**src/rtl/mod3719_frame_accumulator_if.sv**
```systemverilog
// -----------------------------------------------------------------------------
// mod3719_frame_accumulator_if
// Streaming handshake bundle for the frame accumulator.
//   in_valid / in_data / in_ready    : upstream residue stream (Barrett output)
//   out_valid / out_sum / out_ready  : downstream frame-sum stream
// master : the environment (drives residues, consumes sums)
// slave  : the accumulator
// -----------------------------------------------------------------------------
interface mod3719_frame_accumulator_if;
    logic        in_valid;
    logic [11:0] in_data;
    logic        in_ready;
    logic        out_valid;
    logic [11:0] out_sum;
    logic        out_ready;

    modport master (
        output in_valid,
        output in_data,
        output out_ready,
        input  in_ready,
        input  out_valid,
        input  out_sum
    );

    modport slave (
        input  in_valid,
        input  in_data,
        input  out_ready,
        output in_ready,
        output out_valid,
        output out_sum
    );
endinterface

```
**src/rtl/mod3719_frame_accumulator.sv**
```systemverilog
// -----------------------------------------------------------------------------
// mod3719_frame_accumulator
// Sums FRAME_LEN residues modulo Q and presents the frame sum on a
// valid/ready output. Two-state FSM: ACCUM (taking beats) and HOLD (sum
// presented, input stalled). One bubble cycle per frame on the input side.
// Ports:
//   clk       : clock, rising edge
//   rst_n     : asynchronous active-low reset
//   bus       : handshake bundle (slave side), see mod3719_frame_accumulator_if
//   err_clr   : synchronous clear of err_range
//   err_range : sticky flag, an accepted residue was >= Q
// -----------------------------------------------------------------------------
module mod3719_frame_accumulator #(
    parameter int Q         = 3719,
    parameter int FRAME_LEN = 16
) (
    input  logic                              clk,
    input  logic                              rst_n,
    mod3719_frame_accumulator_if.slave        bus,
    input  logic                              err_clr,
    output logic                              err_range
);

    typedef enum logic [0:0] {
        ST_ACCUM = 1'b0,
        ST_HOLD  = 1'b1
    } state_t;

    localparam logic [12:0] Q13   = 13'(Q);
    localparam logic [15:0] LEN16 = 16'(FRAME_LEN);

    state_t      state_r;
    state_t      state_next_s;
    logic [11:0] acc_r;
    logic [15:0] cnt_r;
    logic [11:0] out_sum_r;
    logic        err_r;
    logic        in_ready_r;
    logic        out_valid_r;
    logic        in_ready_next_s;
    logic        out_valid_next_s;

    logic        accept_s;
    logic        drain_s;
    logic        range_err_s;
    logic        last_beat_s;
    logic [11:0] x_norm_s;
    logic [12:0] sum_s;
    logic [12:0] sum_red_s;
    logic [11:0] acc_next_s;

    // Handshake qualifiers; in_ready_r is also low straight out of reset.
    assign accept_s    = bus.in_valid && in_ready_r && (state_r == ST_ACCUM);
    assign drain_s     = out_valid_r && bus.out_ready && (state_r == ST_HOLD);
    assign range_err_s = ({1'b0, bus.in_data} >= Q13);
    assign last_beat_s = accept_s && ((cnt_r + 16'd1) == LEN16);

    // Residue normalisation and modular add (one conditional subtract each).
    always_comb begin
        x_norm_s  = bus.in_data;
        sum_s     = 13'd0;
        sum_red_s = 13'd0;
        if (range_err_s) begin
            x_norm_s = bus.in_data - Q13[11:0];
        end else begin
            x_norm_s = bus.in_data;
        end
        sum_s = {1'b0, acc_r} + {1'b0, x_norm_s};
        if (sum_s >= Q13) begin
            sum_red_s = sum_s - Q13;
        end else begin
            sum_red_s = sum_s;
        end
    end

    assign acc_next_s = sum_red_s[11:0];

    // FSM state register.
    always_ff @(posedge clk or negedge rst_n) begin
        if (!rst_n) begin
            state_r <= ST_ACCUM;
        end else begin
            state_r <= state_next_s;
        end
    end

    // FSM next-state logic.
    always_comb begin
        state_next_s = state_r;
        case (state_r)
            ST_ACCUM: begin
                if (last_beat_s) begin
                    state_next_s = ST_HOLD;
                end else begin
                    state_next_s = ST_ACCUM;
                end
            end
            ST_HOLD: begin
                if (drain_s) begin
                    state_next_s = ST_ACCUM;
                end else begin
                    state_next_s = ST_HOLD;
                end
            end
            default: state_next_s = ST_ACCUM;
        endcase
    end

    // FSM output decode, computed from the next state so the flags register.
    always_comb begin
        in_ready_next_s  = 1'b0;
        out_valid_next_s = 1'b0;
        case (state_next_s)
            ST_ACCUM: begin
                in_ready_next_s  = 1'b1;
                out_valid_next_s = 1'b0;
            end
            ST_HOLD: begin
                in_ready_next_s  = 1'b0;
                out_valid_next_s = 1'b1;
            end
            default: begin
                in_ready_next_s  = 1'b0;
                out_valid_next_s = 1'b0;
            end
        endcase
    end

    // Registered handshake flags.
    always_ff @(posedge clk or negedge rst_n) begin
        if (!rst_n) begin
            in_ready_r  <= 1'b0;
            out_valid_r <= 1'b0;
        end else begin
            in_ready_r  <= in_ready_next_s;
            out_valid_r <= out_valid_next_s;
        end
    end

    // Accumulator, beat counter and frame-sum register.
    always_ff @(posedge clk or negedge rst_n) begin
        if (!rst_n) begin
            acc_r     <= 12'd0;
            cnt_r     <= 16'd0;
            out_sum_r <= 12'd0;
        end else if (drain_s) begin
            acc_r     <= 12'd0;
            cnt_r     <= 16'd0;
            out_sum_r <= out_sum_r;
        end else if (accept_s) begin
            acc_r <= acc_next_s;
            cnt_r <= cnt_r + 16'd1;
            if (last_beat_s) begin
                out_sum_r <= acc_next_s;
            end else begin
                out_sum_r <= out_sum_r;
            end
        end else begin
            acc_r     <= acc_r;
            cnt_r     <= cnt_r;
            out_sum_r <= out_sum_r;
        end
    end

    // Sticky range error; a coincident bad beat beats the clear.
    always_ff @(posedge clk or negedge rst_n) begin
        if (!rst_n) begin
            err_r <= 1'b0;
        end else if (accept_s && range_err_s) begin
            err_r <= 1'b1;
        end else if (err_clr) begin
            err_r <= 1'b0;
        end else begin
            err_r <= err_r;
        end
    end

    assign bus.in_ready  = in_ready_r;
    assign bus.out_valid = out_valid_r;
    assign bus.out_sum   = out_sum_r;
    assign err_range     = err_r;

endmodule

```
**src/flat_wrapper.sv**
```systemverilog
// flat-port wrapper written by rule: the top's interface ports become plain ports
module mod3719_frame_accumulator_flat 
#(
    parameter int Q         = 3719,
    parameter int FRAME_LEN = 16
)
  (clk, rst_n, err_clr, err_range, bus_in_valid, bus_in_data, bus_out_ready, bus_in_ready, bus_out_valid, bus_out_sum);
  mod3719_frame_accumulator_if bus_i ();
  input  logic clk;
  input  logic rst_n;
  input  logic err_clr;
  output logic err_range;
  input wire logic [$bits(bus_i.in_valid)-1:0] bus_in_valid;
  input wire logic [$bits(bus_i.in_data)-1:0] bus_in_data;
  input wire logic [$bits(bus_i.out_ready)-1:0] bus_out_ready;
  output wire logic [$bits(bus_i.in_ready)-1:0] bus_in_ready;
  output wire logic [$bits(bus_i.out_valid)-1:0] bus_out_valid;
  output wire logic [$bits(bus_i.out_sum)-1:0] bus_out_sum;
  assign bus_i.in_valid = bus_in_valid;
  assign bus_i.in_data = bus_in_data;
  assign bus_i.out_ready = bus_out_ready;
  assign bus_in_ready = bus_i.in_ready;
  assign bus_out_valid = bus_i.out_valid;
  assign bus_out_sum = bus_i.out_sum;
  mod3719_frame_accumulator #(.Q(Q), .FRAME_LEN(FRAME_LEN)) u_core (.clk(clk), .rst_n(rst_n), .bus(bus_i), .err_clr(err_clr), .err_range(err_range));
endmodule
```
**config.mk**
```make
export PLATFORM = sky130hd
export DESIGN_NAME = mod3719_frame_accumulator_flat
export DESIGN_NICKNAME = d
export VERILOG_FILES = /design/src/rtl/mod3719_frame_accumulator_if.sv /design/src/rtl/mod3719_frame_accumulator.sv /design/src/flat_wrapper.sv
export SDC_FILE = /design/constraint.sdc
export NUM_CORES = 1
export LEC_CHECK = 0
export ABC_AREA = 1
export BUFFER_PORTS_ARGS = -buffer_cell sky130_fd_sc_hd__buf_2
export CAP_MARGIN = 10
export CORE_AREA = 2 2 86 88
export DETAILED_ROUTE_END_ITERATION = 10
export DIE_AREA = 0 0 88 90
export HOLD_SLACK_MARGIN = 0.05
export PLACE_DENSITY = 0.69
export SYNTH_ARGS = -nofsm -noshare
export SYNTH_HDL_FRONTEND = slang
export SYNTH_SLANG_ARGS = --single-unit
```
**constraint.sdc**
```tcl
create_clock -name clk -period 3 [get_ports clk]
set_input_delay 0.3 -clock clk [delete_from_list [all_inputs] [get_ports clk]]
set_output_delay 0.3 -clock clk [all_outputs]
set_load 0.1 [all_outputs]
```
# Yosys cells after proc, flatten, opt, wreduce, memory -nomap -nowiden
# Cells that the tools add are included.
# word_totals
word_cells	39
output_inout_bits	15
ff_bits	44
# op_classes
bitwise	3
n_reduce_logical	9
order_cmp	2
eq_ne	1
muxes	13
addsub	4
# ops
operator	n
$mux 12	4
$mux 16	2
$sub 12x12->12 const B	2
$add 16x1->16 const B	1
$eq 16x5->1 const B	1
$add 12x12->13	1
$ge 13x12->1 const B	1
$ge 12x12->1 const B	1
$logic_and 1x1->1	6
$pmux 1 s2	3
$mux 1	4
$reduce_bool 2->1	2
$not 1->1	3
$reduce_and 3->1	1

# Depth between registers and ports, before layout
# Gate-level depths: netlist (run 1).
# depth
depth_word	7
ltp_mapped	31

# Worst setup path after synthesis (run 1)
# OpenSTA, ideal clock, no wires.
# synth_path
path_type	input-to-reg
from	input bus_in_data[0]
to	register u_core.out_sum_r[4] (netlist: u_core.bus.out_sum[4])
slack_ps	-185
cell_stages	25
t_arrival_ps	3065
required_ps	2880
path_buffers	1
path_cell_list	ha_1 -> a21oi_1 -> nand2_1 -> nand2_1 -> nand2_1 -> nand2_1 -> inv_1 -> o21ai_0 -> inv_1 -> fa_1 -> inv_1 -> nand3_1 -> nand3_1 -> nand2_1 -> nor2_1 -> nand3_2 -> nand2_1 -> nand2_2 -> nand3_2 -> nand3_2 -> buf_6 -> nand2_2 -> nand2_1 -> nand2_1 -> nand2_1
# synth_between
elab_chain_cells	5
# synth_lines
item	line_no	rtl
from (decl)	flat_wrapper.sv:14	input wire logic [$bits(bus_i.in_data)-1:0] bus_in_data;
$sub 12x12->12 / $ge 12x12->1 (equally long branches)	mod3719_frame_accumulator.sv:64, mod3719_frame_accumulator.sv:55	
$mux 12 (*)	mod3719_frame_accumulator.sv:63	if (range_err_s) begin
$add 12x12->13 (*)	mod3719_frame_accumulator.sv:68	sum_s = {1'b0, acc_r} + {1'b0, x_norm_s};
$sub 12x12->12 / $ge 13x12->1 (equally long branches)	mod3719_frame_accumulator.sv:70, mod3719_frame_accumulator.sv:69	
$mux 12 (*)	mod3719_frame_accumulator.sv:69	if (sum_s >= Q13) begin
to (signal assigned)	mod3719_frame_accumulator.sv:149	out_sum_r <= out_sum_r;
to (signal assigned)	mod3719_frame_accumulator.sv:154	out_sum_r <= acc_next_s;
to (signal assigned)	mod3719_frame_accumulator.sv:156	out_sum_r <= out_sum_r;
to (decl)	mod3719_frame_accumulator.sv:36	logic [11:0] out_sum_r;
# Mark *: on every way between the ends. The rest lies on a longest branch, timed or not.
# A chain may end at the register's enable or synchronous reset.

# Worst setup path after layout (run 1)
# layout_path
from	input bus_in_data[1]
to	register u_core.acc_r[10]
# layout_between
elab_chain_cells	7
# layout_lines
item	line_no	rtl
$sub 12x12->12 / $ge 12x12->1 (equally long branches)	mod3719_frame_accumulator.sv:64, mod3719_frame_accumulator.sv:55	
$mux 12 (*)	mod3719_frame_accumulator.sv:63	
$add 12x12->13 (*)	mod3719_frame_accumulator.sv:68	
$sub 12x12->12 / $ge 13x12->1 (equally long branches)	mod3719_frame_accumulator.sv:70, mod3719_frame_accumulator.sv:69	
$mux 12 (*)	mod3719_frame_accumulator.sv:69	
$mux 12 (*)	mod3719_frame_accumulator.sv:150	end else if (accept_s) begin
$mux 12 (*)	mod3719_frame_accumulator.sv:146	end else if (drain_s) begin
to (signal assigned)	mod3719_frame_accumulator.sv:151	acc_r <= acc_next_s;
to (signal assigned)	mod3719_frame_accumulator.sv:159	acc_r <= acc_r;
to (decl)	mod3719_frame_accumulator.sv:34	logic [11:0] acc_r;
# Mark *: on every way between the ends. The rest lies on a longest branch, timed or not. The select of a mux whose other input is x is not followed.

==> results of run 1 <==
-- what timing repair did --
item                       in CTS  in global routing
pin swaps                       3                 14
gates cloned                    2                  0
setup endpoints to repair      24                 24
gates resized for setup        28                 38
buffers inserted               11                  6
hold buffers                    0                  0
-- final timing paths --
| check | end | slack (ns) | cells after the start | from |
|---|---|---|---|---|
| max | u_core.acc_r[10] | -0.16 | 26 | bus_in_data[1] |
| min | u_core.cnt_r[8] | 0.13 | 1 | rst_n |
| max in group asynchronous | u_core.cnt_r[3] | 2.28 | 1 | rst_n |
| min in group clk | u_core.err_range | 0.20 | 2 | err_clr |
| max reg2reg | u_core.acc_r[10] | 0.36 | 18 | u_core.acc_r[0] |
| min reg2reg | u_core.bus.out_sum[7] | 0.49 | 2 | u_core.bus.out_sum[7] |
-- layer usage --
layer  vias to the layer above  GRT usage (%)
li1                       1825              -
met1                      1645           29.8
met2                        69           41.6
met3                        27           3.86
met4                         0           9.23
met5                         -              0
-- power by group --
part	internal (mW)	switching [mW]
sequential	0.783	0.193
combinational	1.82	2.83
clock	0.164	0.198
total	2.76	3.22
-- sequential cells by signal, summed over array words and instances (netlist names) --
name,cells
u_core.bus.out_valid,1
u_core.cnt_r,16
u_core.err_range,1
u_core.bus.in_ready,1
u_core.acc_r,12
u_core.bus.out_sum,12
-- cell families (layout without fill, tap and decap cells) --
kind of cell / count (synthesis) / in the layout
AO/OA/AOI/OAI: 38 / 38
XOR/XNOR: 22 / 22
adder cells (fa/ha/maj): 18 / 18
buffers and inverters: 84 / 186
flip-flops: 43 / 43
AND/OR/NAND/NOR: 304 / 304
-- Yosys cell counts (2+ instances only) --
cell	number	area, um2
sky130_fd_sc_hd__a21oi_1	10	50.1
sky130_fd_sc_hd__a31oi_1	3	18.8
sky130_fd_sc_hd__buf_2	4	20.0
sky130_fd_sc_hd__buf_4	2	15.0
sky130_fd_sc_hd__clkbuf_1	3	11.3
sky130_fd_sc_hd__dfrtp_1	43	1080
sky130_fd_sc_hd__ha_1	17	213
sky130_fd_sc_hd__inv_1	69	259
sky130_fd_sc_hd__inv_2	3	11.3
sky130_fd_sc_hd__nand2_1	186	698
sky130_fd_sc_hd__nand2_2	16	100
sky130_fd_sc_hd__nand3_1	38	190
sky130_fd_sc_hd__nand3_2	6	60.1
sky130_fd_sc_hd__nand4_1	17	106
sky130_fd_sc_hd__nor2_1	22	82.6
sky130_fd_sc_hd__nor2_2	5	31.3
sky130_fd_sc_hd__nor3_1	8	40.0
sky130_fd_sc_hd__nor3_2	2	20.0
sky130_fd_sc_hd__o21ai_0	10	50.1
sky130_fd_sc_hd__o22ai_1	10	62.6
sky130_fd_sc_hd__xnor2_1	4	35.0
sky130_fd_sc_hd__xor2_1	18	158
-- metrics by stage --
stage	hold slack [ns]	total power [mW]	std cells
after CTS	0.178	5.47	704
after floorplan	0.00441	3.58	509
after global routing	0.208	6.45	710
final	0.128	5.98	710
after global placement	0.458	4.69	683
after detailed placement	0.461	4.75	683
-- layout make-up --
cell class	count	area, um2
fillers	572	2330
multi-input cells	382	2330
flip-flops and latches	43	1080
repair buffers	104	792
inverters	74	282
well taps	99	124
clock buffers	7	76.3
clock inverters	1	5.00
==> summary.txt, run 1 <==
Worst setup path
  – Most frequent cell on the critical path: sky130_fd_sc_hd__nand2_1
  – CP Launch Type: input port
  – Highest net fanout along the worst path: 5
  – Arrival time of data at the critical path endpoint: approximately 3.4 ns
  – Worst Setup End Kind: register
  – Largest delay contributor family on the critical path: simple AND/OR/NAND/NOR gates
  – Slowest cell on the critical path: sky130_fd_sc_hd__fa_1
  – Delay of the slowest cell on the worst path: between 0.4 and 0.5 ns
  – Worst EP required: ~3.2 ns
  – Worst path bufs/invs: 6
  – Critical path start-end classification: in -> reg

Cells and area
  – Layout cells sized above 1: 33.1%
  – Area added between synthesis and finish: 36.9%
  – Most used cells in the layout excluding fill and tap cells: sky130_fd_sc_hd__nand2_1, sky130_fd_sc_hd__buf_4, sky130_fd_sc_hd__inv_1
  – Leading cell type in the layout, fill and taps excluded: sky130_fd_sc_hd__nand2_1
  – Count of nets after finishing: between 600 and 700
  – Post-layout utilization of the core: 66.7%
  – Antenna Cells: 0
  – Summed area of non-filler cells in the final layout: approximately 0.0047 mm2

Clock tree
  – CTS clk-pin slew, worst paths: 0.08 ns
  – Root Buffer: sky130_fd_sc_hd__clkbuf_8
  – Maximum root-to-sink buffer count: 2
  – CTS tree: built
  – Number of levels the H-tree was split into: 2
  – Number of buffers inserted during clock tree synthesis: 5
  – Insertion delay of the later-clocked pin in the worst-skew pair: 0.29 ns
  – Sink count of the clock tree: 43

GRT
  – Number of antenna violations at the first check in global routing: 0
  – First-pass GRT wire length: about 16 mm
  – Total track usage: roughly a quarter
  – Number of global-route vias before repair: around 3,500
  – Total congestion overflow: 0
  – Pin count of the biggest net entering global routing: between 40 and 50

Routing
  – WL/cell: between 10 and 15 um
  – Total via count after detailed routing: 3,566
  – Routed wl met3: ~320 um
  – Drt initial violations: around 240
  – Met2 wire length: ~4.8 mm
  – Metal1 wirelength: 4.07 mm
  – Drt drc: 0
  – DRT Pass-1 Iters: 5
  – Ratio of routed vias to standard cells: around 5
  – DR top layer: met4
  – Post-detailed-routing wire length: ~9.6 mm
  – Post-DRT Antenna Nets: 0

STA
  – Maximum frequency from static timing analysis: 317 MHz
  – Final sum of negative setup slack: -2.77 ns
  – Final hold viol count: 0
  – Period utilisation layout: 105%
  – Actual transition at the worst max-transition pin: about 0.93 ns
  – Worst path setup slack after routing: -0.159 ns
  – # setup viols final: 24
  – Setup repair after global routing missed its margin: true
  – Post-layout min period: 3.16 ns
  – Worst-case clock skew: approximately 0.0056 ns
  – Number of max-slew violations in the final report: 0
  – Worst slew margin relative to its limit: 38.1%

Place
  – Post-detailed-placement half-perimeter wirelength: 6.82 mm
  – I/O Buffers: 31
  – Setup slack after placement: -0.401 ns
  – GPL Wtd Cong: between 0.8 and 0.9
  – Post-detailed-placement cell area: 0.00415 mm2

Logic synthesis
  – Post-synthesis adder-cell area fraction: approximately 6.8%
  – Synth async-reset ratio: 100%
  – Synthesized area divided by synthesized cell count: between 6 and 7 um2
  – Netlist area before placement: ~0.0034 mm2
  – Synth Warn #: 0
  – Number of storage elements in the synthesis netlist: 43
  – Share of cell area taken by muxes after synthesis: 0%
  – Count of mapped cells out of synthesis: between 500 and 600
  – Largest family of logic cells by synthesized area: simple AND/OR/NAND/NOR gates
  – Area fraction in compound gates after synthesis: under 10%
  – Xor and xnor area share after synthesis: between 5 and 6%
  – Cell variety after synth: 35
  – Number of flops mapped to enable cells by yosys: 0
  – Share of synthesized cell area in and, or, nand and nor gates: between 30 and 40%
  – Sequential share of the synthesized area: around a third
  – Most frequently used flop master after synthesis: sky130_fd_sc_hd__dfrtp_1
  – Post-synth net total: about 540

Floorplan
  – Number of placed I/O pins: 32
  – Rows: 31
  – Area of the placeable core: 0.00702 mm2
  – Initial Utilization: between 40% and 50%
  – Chip height: about 90 um
  – Die Footprint: a little under 0.008 mm2
  – Chip Width: between 80 and 90 um

Status
  – Outcome: complete, but fails checks
  – Violations in the final reports: setup timing

Min path
  – Class of the most critical hold timing path: in -> async

Pwr
  – Leakage power total: around 2.6 nW
  – Worst ir drop on vdd: 0.000669 V
  – Pwr dens: 1280 mW/mm2

Flow run
  – Max capacitance violation total: 0
No activity file was read; power rests on OpenSTA's default activity.
==> run 2, diff against run 1 <==
- GPL_TIMING_DRIVEN: not set -> 0
==> run 2 against run 1 <==
The run still ends with setup timing left; non-clock buffer count shrank 33; register-to-register slack lost 0.02 ns; utilization grew 2.0 points; maximum frequency shrank 2.3%; flip-flop and latch count is the same; setup slack lost 0.073 ns; via count grew 1.1%; die area is the same; wire length grew 3.8%.
==> summary.txt, run 2 (synthesis gave the netlist of run 1 again) <==
Worst setup path
  – Arrival time of data at the critical path endpoint: 3.42 ns
  – Worst Setup End Kind: register
  – Critical path start-end classification: in -> reg
  – Worst reg-to-reg setup slack: roughly 0.34 ns
  – Worst EP required: roughly 3.2 ns
  – CP Launch Type: input port
  – Highest net fanout along the worst path: 4

Status
  – Violations in the final reports: setup timing
  – Outcome: complete, but fails checks

Routing
  – Drt drc: 0
  – WL/cell: ~15 um
  – Total via count after detailed routing: 3,606
  – Ratio of routed vias to standard cells: ~5.3
  – Routed wl met3: a little under 300 um
  – Metal1 wirelength: 4.15 mm
  – DR top layer: met4
  – Post-detailed-routing wire length: approximately 10 mm
  – DRT Pass-1 Iters: 5
  – Post-DRT Antenna Nets: 0
  – Met2 wire length: 5.06 mm
  – Drt initial violations: roughly 210

Cells and area
  – Layout cells sized above 1: ~39%
  – Area added between synthesis and finish: 40.9%
  – Most used cells in the layout excluding fill and tap cells: sky130_fd_sc_hd__nand2_1, sky130_fd_sc_hd__inv_1, sky130_fd_sc_hd__nand2_2
  – Antenna Cells: 0
  – Number of fill cells: 557
  – Count of nets after finishing: 612
  – Post-layout utilization of the core: about 69%
  – Leading cell type in the layout, fill and taps excluded: sky130_fd_sc_hd__nand2_1
  – Top register by number of flip-flops: u_core.cnt_r
  – Max reg flops: 16

STA
  – Post-layout min period: around 3.2 ns
  – Final hold viol count: 0
  – Worst path setup slack after routing: -0.232 ns
  – Actual transition at the worst max-transition pin: around 0.95 ns
  – Post-Route Hold Slack: about 0.13 ns
  – # setup viols final: 24
  – Setup repair after global routing missed its margin: true
  – Maximum frequency from static timing analysis: 309 MHz
  – Number of max-slew violations in the final report: 0
  – Worst slew margin relative to its limit: a little over a third
  – Worst-case clock skew: between 0.006 and 0.007 ns
  – Period utilisation layout: 108%

Place
  – I/O Buffers: 31
  – Post-detailed-placement half-perimeter wirelength: roughly 6.4 mm
  – GPL Wtd Cong: 0.888

GRT
  – Pin count of the biggest net entering global routing: between 40 and 50
  – Number of global-route vias before repair: roughly 3,300
  – Total congestion overflow: 0
  – First-pass GRT wire length: between 10 and 15 mm
  – Total track usage: roughly a quarter
  – Number of antenna violations at the first check in global routing: 0

Clock tree
  – Sink count of the clock tree: 43
  – CTS clk-pin slew, worst paths: ~0.080 ns
  – Maximum root-to-sink buffer count: 2
  – Root Buffer: sky130_fd_sc_hd__clkbuf_8
  – Insertion delay of the later-clocked pin in the worst-skew pair: roughly 0.3 ns
  – Number of levels the H-tree was split into: 2
  – Number of buffers inserted during clock tree synthesis: 5
  – CTS tree: built

Min path
  – Class of the most critical hold timing path: in -> async

Floorplan
  – Rows: 31
  – Die Footprint: a little under 0.008 mm2
  – Area of the placeable core: roughly 0.007 mm2
  – Chip height: around 90 um
  – Number of placed I/O pins: 32
  – Initial Utilization: between 40% and 50%
  – Chip Width: slightly below 90 um

Flow run
  – Max capacitance violation total: 0
-- run 2: cell types whose count changed in the layout (fill, tap and decap cells not counted), moves of 7 or more --
cell	before	now
sky130_fd_sc_hd__nand2_1	156	132
sky130_fd_sc_hd__inv_2	7	14
sky130_fd_sc_hd__nand2_2	35	46
sky130_fd_sc_hd__buf_4	68	29
sky130_fd_sc_hd__nand2_4	11	23
sky130_fd_sc_hd__inv_1	64	56
sky130_fd_sc_hd__nand3_1	34	26
sky130_fd_sc_hd__nand3_2	7	14
-- run 2: cell type report --
cell class / instances / area [um2] / area share [%]
Tap cell: 99 / 124 / 2.57
Inverter: 74 / 289 / 5.99
Clock buffer: 6 / 72.6 / 1.50
Multi-Input combinational cell: 382 / 2700 / 56.0
Timing Repair Buffer: 61 / 429 / 8.90
Clock inverter: 2 / 60.1 / 1.24
Buffer: 10 / 71.3 / 1.48
Sequential cell: 43 / 1080 / 22.3
-- run 2: what timing repair did --
item | 4_1_cts | 5_1_grt
endpoints found under the setup margin | 24 | 24
cloned | 2 | 0
gates resized for setup | 51 | 110
pin swaps | 19 | 53
hold buffers | 0 | 0
setup buffers | 12 | 16
hold endpoints to repair | 0 | 0
-- run 2: final timing paths --
kind / from / endpoint / cells past startpoint
setup reg to reg: u_core.acc_r[0] / u_core.acc_r[2] / 17
max in group asynchronous: rst_n / u_core.bus.out_sum[8] / 1
hold reg to reg: u_core.bus.out_sum[10] / u_core.bus.out_sum[10] / 2
hold / removal: rst_n / u_core.cnt_r[10] / 1
min in group clk: err_clr / u_core.err_range / 2
setup / recovery: bus_in_data[1] / u_core.acc_r[2] / 25
-- run 2: worst max-delay path, stage by stage --
cell and delay [ns]:
sky130_fd_sc_hd__buf_8 0.10, sky130_fd_sc_hd__ha_4 0.16, sky130_fd_sc_hd__a21oi_4 0.17, sky130_fd_sc_hd__nand2_2 0.08
sky130_fd_sc_hd__nand2_2 0.09, sky130_fd_sc_hd__nand2_2 0.06, sky130_fd_sc_hd__nand2_4 0.14, sky130_fd_sc_hd__xnor2_4 0.15
sky130_fd_sc_hd__ha_4 0.17, sky130_fd_sc_hd__inv_2 0.04, sky130_fd_sc_hd__fa_2 0.56, sky130_fd_sc_hd__nor2_1 0.07
sky130_fd_sc_hd__nand3_1 0.10, sky130_fd_sc_hd__nand3_2 0.12, sky130_fd_sc_hd__nor2_4 0.13, sky130_fd_sc_hd__nand3_2 0.10
sky130_fd_sc_hd__nand2_2 0.10, sky130_fd_sc_hd__nand2_4 0.07, sky130_fd_sc_hd__nand3_4 0.11, sky130_fd_sc_hd__nand3_4 0.12
sky130_fd_sc_hd__buf_4 0.16, sky130_fd_sc_hd__nand2_1 0.06, sky130_fd_sc_hd__nand2_1 0.07, sky130_fd_sc_hd__nand2_1 0.10
sky130_fd_sc_hd__nand2_1 0.07
-- run 2: through the flow --
step                      std cells  instance area (um2)  setup slack [ns]  setup TNS, ns
after global routing            677                 4820            -0.385          -7.09
after detailed placement        639                 3780            -0.696         -14.57
after CTS                       661                 4250            -0.144          -2.12
final                           677                 4820            -0.232          -4.14
after floorplan                 509                 3500           0.00390              0
after global placement          639                 3780            -0.673         -13.76
-- run 2: per-layer routing --
metal  vias up  track usage (%)
met5         -                0
met4         0             8.46
met3        39             2.30
li1       1761                -
met2       110             39.8
met1      1696             29.9
Power of run 2 is not shown: default switching activity piles up to over one toggle a cycle in this logic, so the estimate is an artifact.
==> run 3, diff against run 2 <==
- BUFFER_PORTS_ARGS: -buffer_cell sky130_fd_sc_hd__buf_2 -> -buffer_cell sky130_fd_sc_hd__buf_4
- SETUP_SLACK_MARGIN: not set -> 0.02
==> run 3 against run 2 <==
The run still ends with setup timing left; design area shrank 1.1%; register-to-register slack gained 0.06 ns; sequential share of layout area grew 0.26 points; critical path type unchanged; highest routed layer unchanged.
==> summary.txt, run 3 (synthesis gave the netlist of run 1 again) <==
Status
  – Outcome: complete, but fails checks
  – Violations in the final reports: setup timing

Floorplan
  – Area of the placeable core: between 0.007 and 0.008 mm2
  – Chip Width: between 80 and 90 um
  – Initial Utilization: between 40% and 50%
  – Number of placed I/O pins: 32
  – Rows: 31
  – Die Footprint: 0.00792 mm2
  – Chip height: approximately 90 um

Pwr
  – Leakage power total: 2.44 nW
  – Reg power frac: 16.2%
  – Switching power of the nets: 3.26 mW
  – Comb power frac: between 70% and 80%
  – Clock power share: 9.1%
  – Pwr dens: 1260 mW/mm2
  – Total power: 5.99 mW
  – Internal power contribution: about 2.7 mW
  – Switching part of the total power: between 50% and 60%
  – Worst ir drop on vdd: 0.000706 V

Worst setup path
  – Critical Path Sink: u_core.acc_r[7]
  – Worst EP required: 3.24 ns
  – Crit. Startpoint: bus_in_data[0]
  – Worst reg2reg path endpoint: u_core.acc_r[7]
  – Worst reg-to-reg setup slack: approximately 0.40 ns
  – Highest net fanout along the worst path: 5
  – Slowest cell on the critical path: sky130_fd_sc_hd__fa_2
  – Critical path start-end classification: in -> reg
  – Start of the worst register-to-register path: u_core.acc_r[0]
  – Count of cells along the worst register-to-register path: 18
  – Most frequent cell on the critical path: sky130_fd_sc_hd__nand2_2
  – Worst Setup End Kind: register
  – Delay of the slowest cell on the worst path: between 0.4 and 0.5 ns
  – Arrival time of data at the critical path endpoint: 3.38 ns
  – CP Launch Type: input port

Routing
  – Drt drc: 0
  – Ratio of routed vias to standard cells: about 5.2
  – Post-DRT Antenna Nets: 0
  – Drt initial violations: 120
  – Total via count after detailed routing: approximately 3,500
  – Post-detailed-routing wire length: 9.52 mm
  – WL/cell: approximately 14 um
  – DRT Pass-1 Iters: 4

Cells and area
  – Summed area of non-filler cells in the final layout: around 0.0048 mm2
  – Top register by number of flip-flops: u_core.cnt_r
  – Most used cells in the layout excluding fill and tap cells: sky130_fd_sc_hd__nand2_1, sky130_fd_sc_hd__inv_1, sky130_fd_sc_hd__buf_4
  – Post-layout utilization of the core: 67.9%
  – Leading cell type in the layout, fill and taps excluded: sky130_fd_sc_hd__nand2_1
  – Max reg flops: 16
  – Final instance count without filler cells: between 600 and 700
  – Area added between synthesis and finish: 39.3%
  – Count of nets after finishing: 614
  – Layout cells sized above 1: between 30% and 40%
  – Antenna Cells: 0

GRT
  – Total congestion overflow: 0
  – Number of global-route vias before repair: between 3,000 and 4,000
  – First-pass GRT wire length: approximately 15 mm
  – Pin count of the biggest net entering global routing: 44
  – Total track usage: 23.0%
  – Number of antenna violations at the first check in global routing: 0

STA
  – Worst slew margin relative to its limit: between 60 and 70%
  – Worst-case clock skew: approximately 0.0030 ns
  – Actual transition at the worst max-transition pin: approximately 0.56 ns
  – Number of max-slew violations in the final report: 0
  – Period utilisation layout: 105%
  – # setup viols final: 24
  – Post-Route Hold Slack: roughly 0.19 ns
  – Final hold viol count: 0
  – Setup repair after global routing missed its margin: true
  – Final sum of negative setup slack: -2.38 ns
  – Post-layout min period: between 3 and 4 ns
  – Maximum frequency from static timing analysis: ~320 MHz
  – Worst path setup slack after routing: -0.146 ns

Clock tree
  – Sink count of the clock tree: 43
  – CTS tree: built
  – CTS clk-pin slew, worst paths: approximately 0.08 ns
  – Maximum root-to-sink buffer count: 2
  – Root Buffer: sky130_fd_sc_hd__clkbuf_8
  – Number of levels the H-tree was split into: 2
  – Insertion delay of the later-clocked pin in the worst-skew pair: 0.30 ns
  – Number of buffers inserted during clock tree synthesis: 5

Place
  – Post-detailed-placement half-perimeter wirelength: 6.52 mm
  – Cell count after placement: between 600 and 700
  – Post-detailed-placement cell area: ~0.0039 mm2
  – Setup slack after placement: -0.562 ns
  – I/O Buffers: 31
  – GPL Wtd Cong: around 0.88

Flow run
  – Max capacitance violation total: 0

Min path
  – Class of the most critical hold timing path: in -> reg
==> run 3: cell types whose count changed in the layout (fill, tap and decap cells not counted), moves of 4 or more <==
cell / before / now
sky130_fd_sc_hd__nand2_1: 132 / 147
sky130_fd_sc_hd__buf_4: 29 / 59
sky130_fd_sc_hd__inv_1: 56 / 60
sky130_fd_sc_hd__nand2_2: 46 / 39
sky130_fd_sc_hd__inv_2: 14 / 10
sky130_fd_sc_hd__nand2_4: 23 / 16
sky130_fd_sc_hd__buf_2: 32 / 3
==> run 3: repair_timing <==
| action | 4_1_cts | 5_1_grt |
|---|---|---|
| endpoints found under the hold margin | 43 | 0 |
| setup endpoints to repair | 24 | 24 |
| resized for setup | 29 | 90 |
| pin swaps | 15 | 40 |
| gates cloned | 1 | 1 |
| buffers inserted | 14 | 15 |
| hold buffers | 1 | 0 |
==> run 3: worst min path at each step <==
stage	from	endpoint	slack (ns)	cells after the start
6_report	err_clr	u_core.err_range	0.19	2
5_1_grt	err_clr	u_core.err_range	0.18	2
3_5_place_dp	rst_n	u_core.cnt_r[12]	0.33	1
3_3_place_gp	rst_n	u_core.cnt_r[11]	0.32	1
2_1_floorplan	rst_n	u_core.acc_r[0]	0.004	0
4_1_cts	err_clr	u_core.err_range	0.18	2
==> run 3: cell type report <==
| class | count | area, um2 |
|---|---|---|
| repair buffers | 63 | 514 |
| inverters | 74 | 289 |
| plain buffers | 10 | 71.3 |
| clock buffers | 6 | 72.6 |
| fillers | 562 | 2250 |
| well taps | 99 | 124 |
| multi-input cells | 382 | 2560 |
| flip-flops and latches | 43 | 1080 |
| clock inverters | 2 | 60.1 |
==> run 3: layer usage <==
layer	wire (um)	vias up	GRT usage, %
met3	273	22	3.03
li1	-	1758	-
met2	5200	67	41.9
met1	3790	1696	26.6
met5	0	-	0
met4	265	0	8.85
==> run 3: critical path: cells and delay by family <==
kind	cells	cell delay, ns
AOI/OAI and AO/OA	1	0.15
and+or+nand+nor	14	1.35
buffers and inverters	6	0.45
adders and majority gates	4	0.98
xor gates and xnor gates	1	0.14
==> run 3: power groups by stage <==
stage / combinational (mW) / sequential [mW] / clock [mW]
CTS: 3.68 / 0.949 / 0.551
detailed placement: 3.33 / 0.959 / 0
finish: 4.48 / 0.970 / 0.542
global route: 4.85 / 0.991 / 0.575
global placement: 3.26 / 0.951 / 0
floorplan: 2.23 / 1.36 / 0
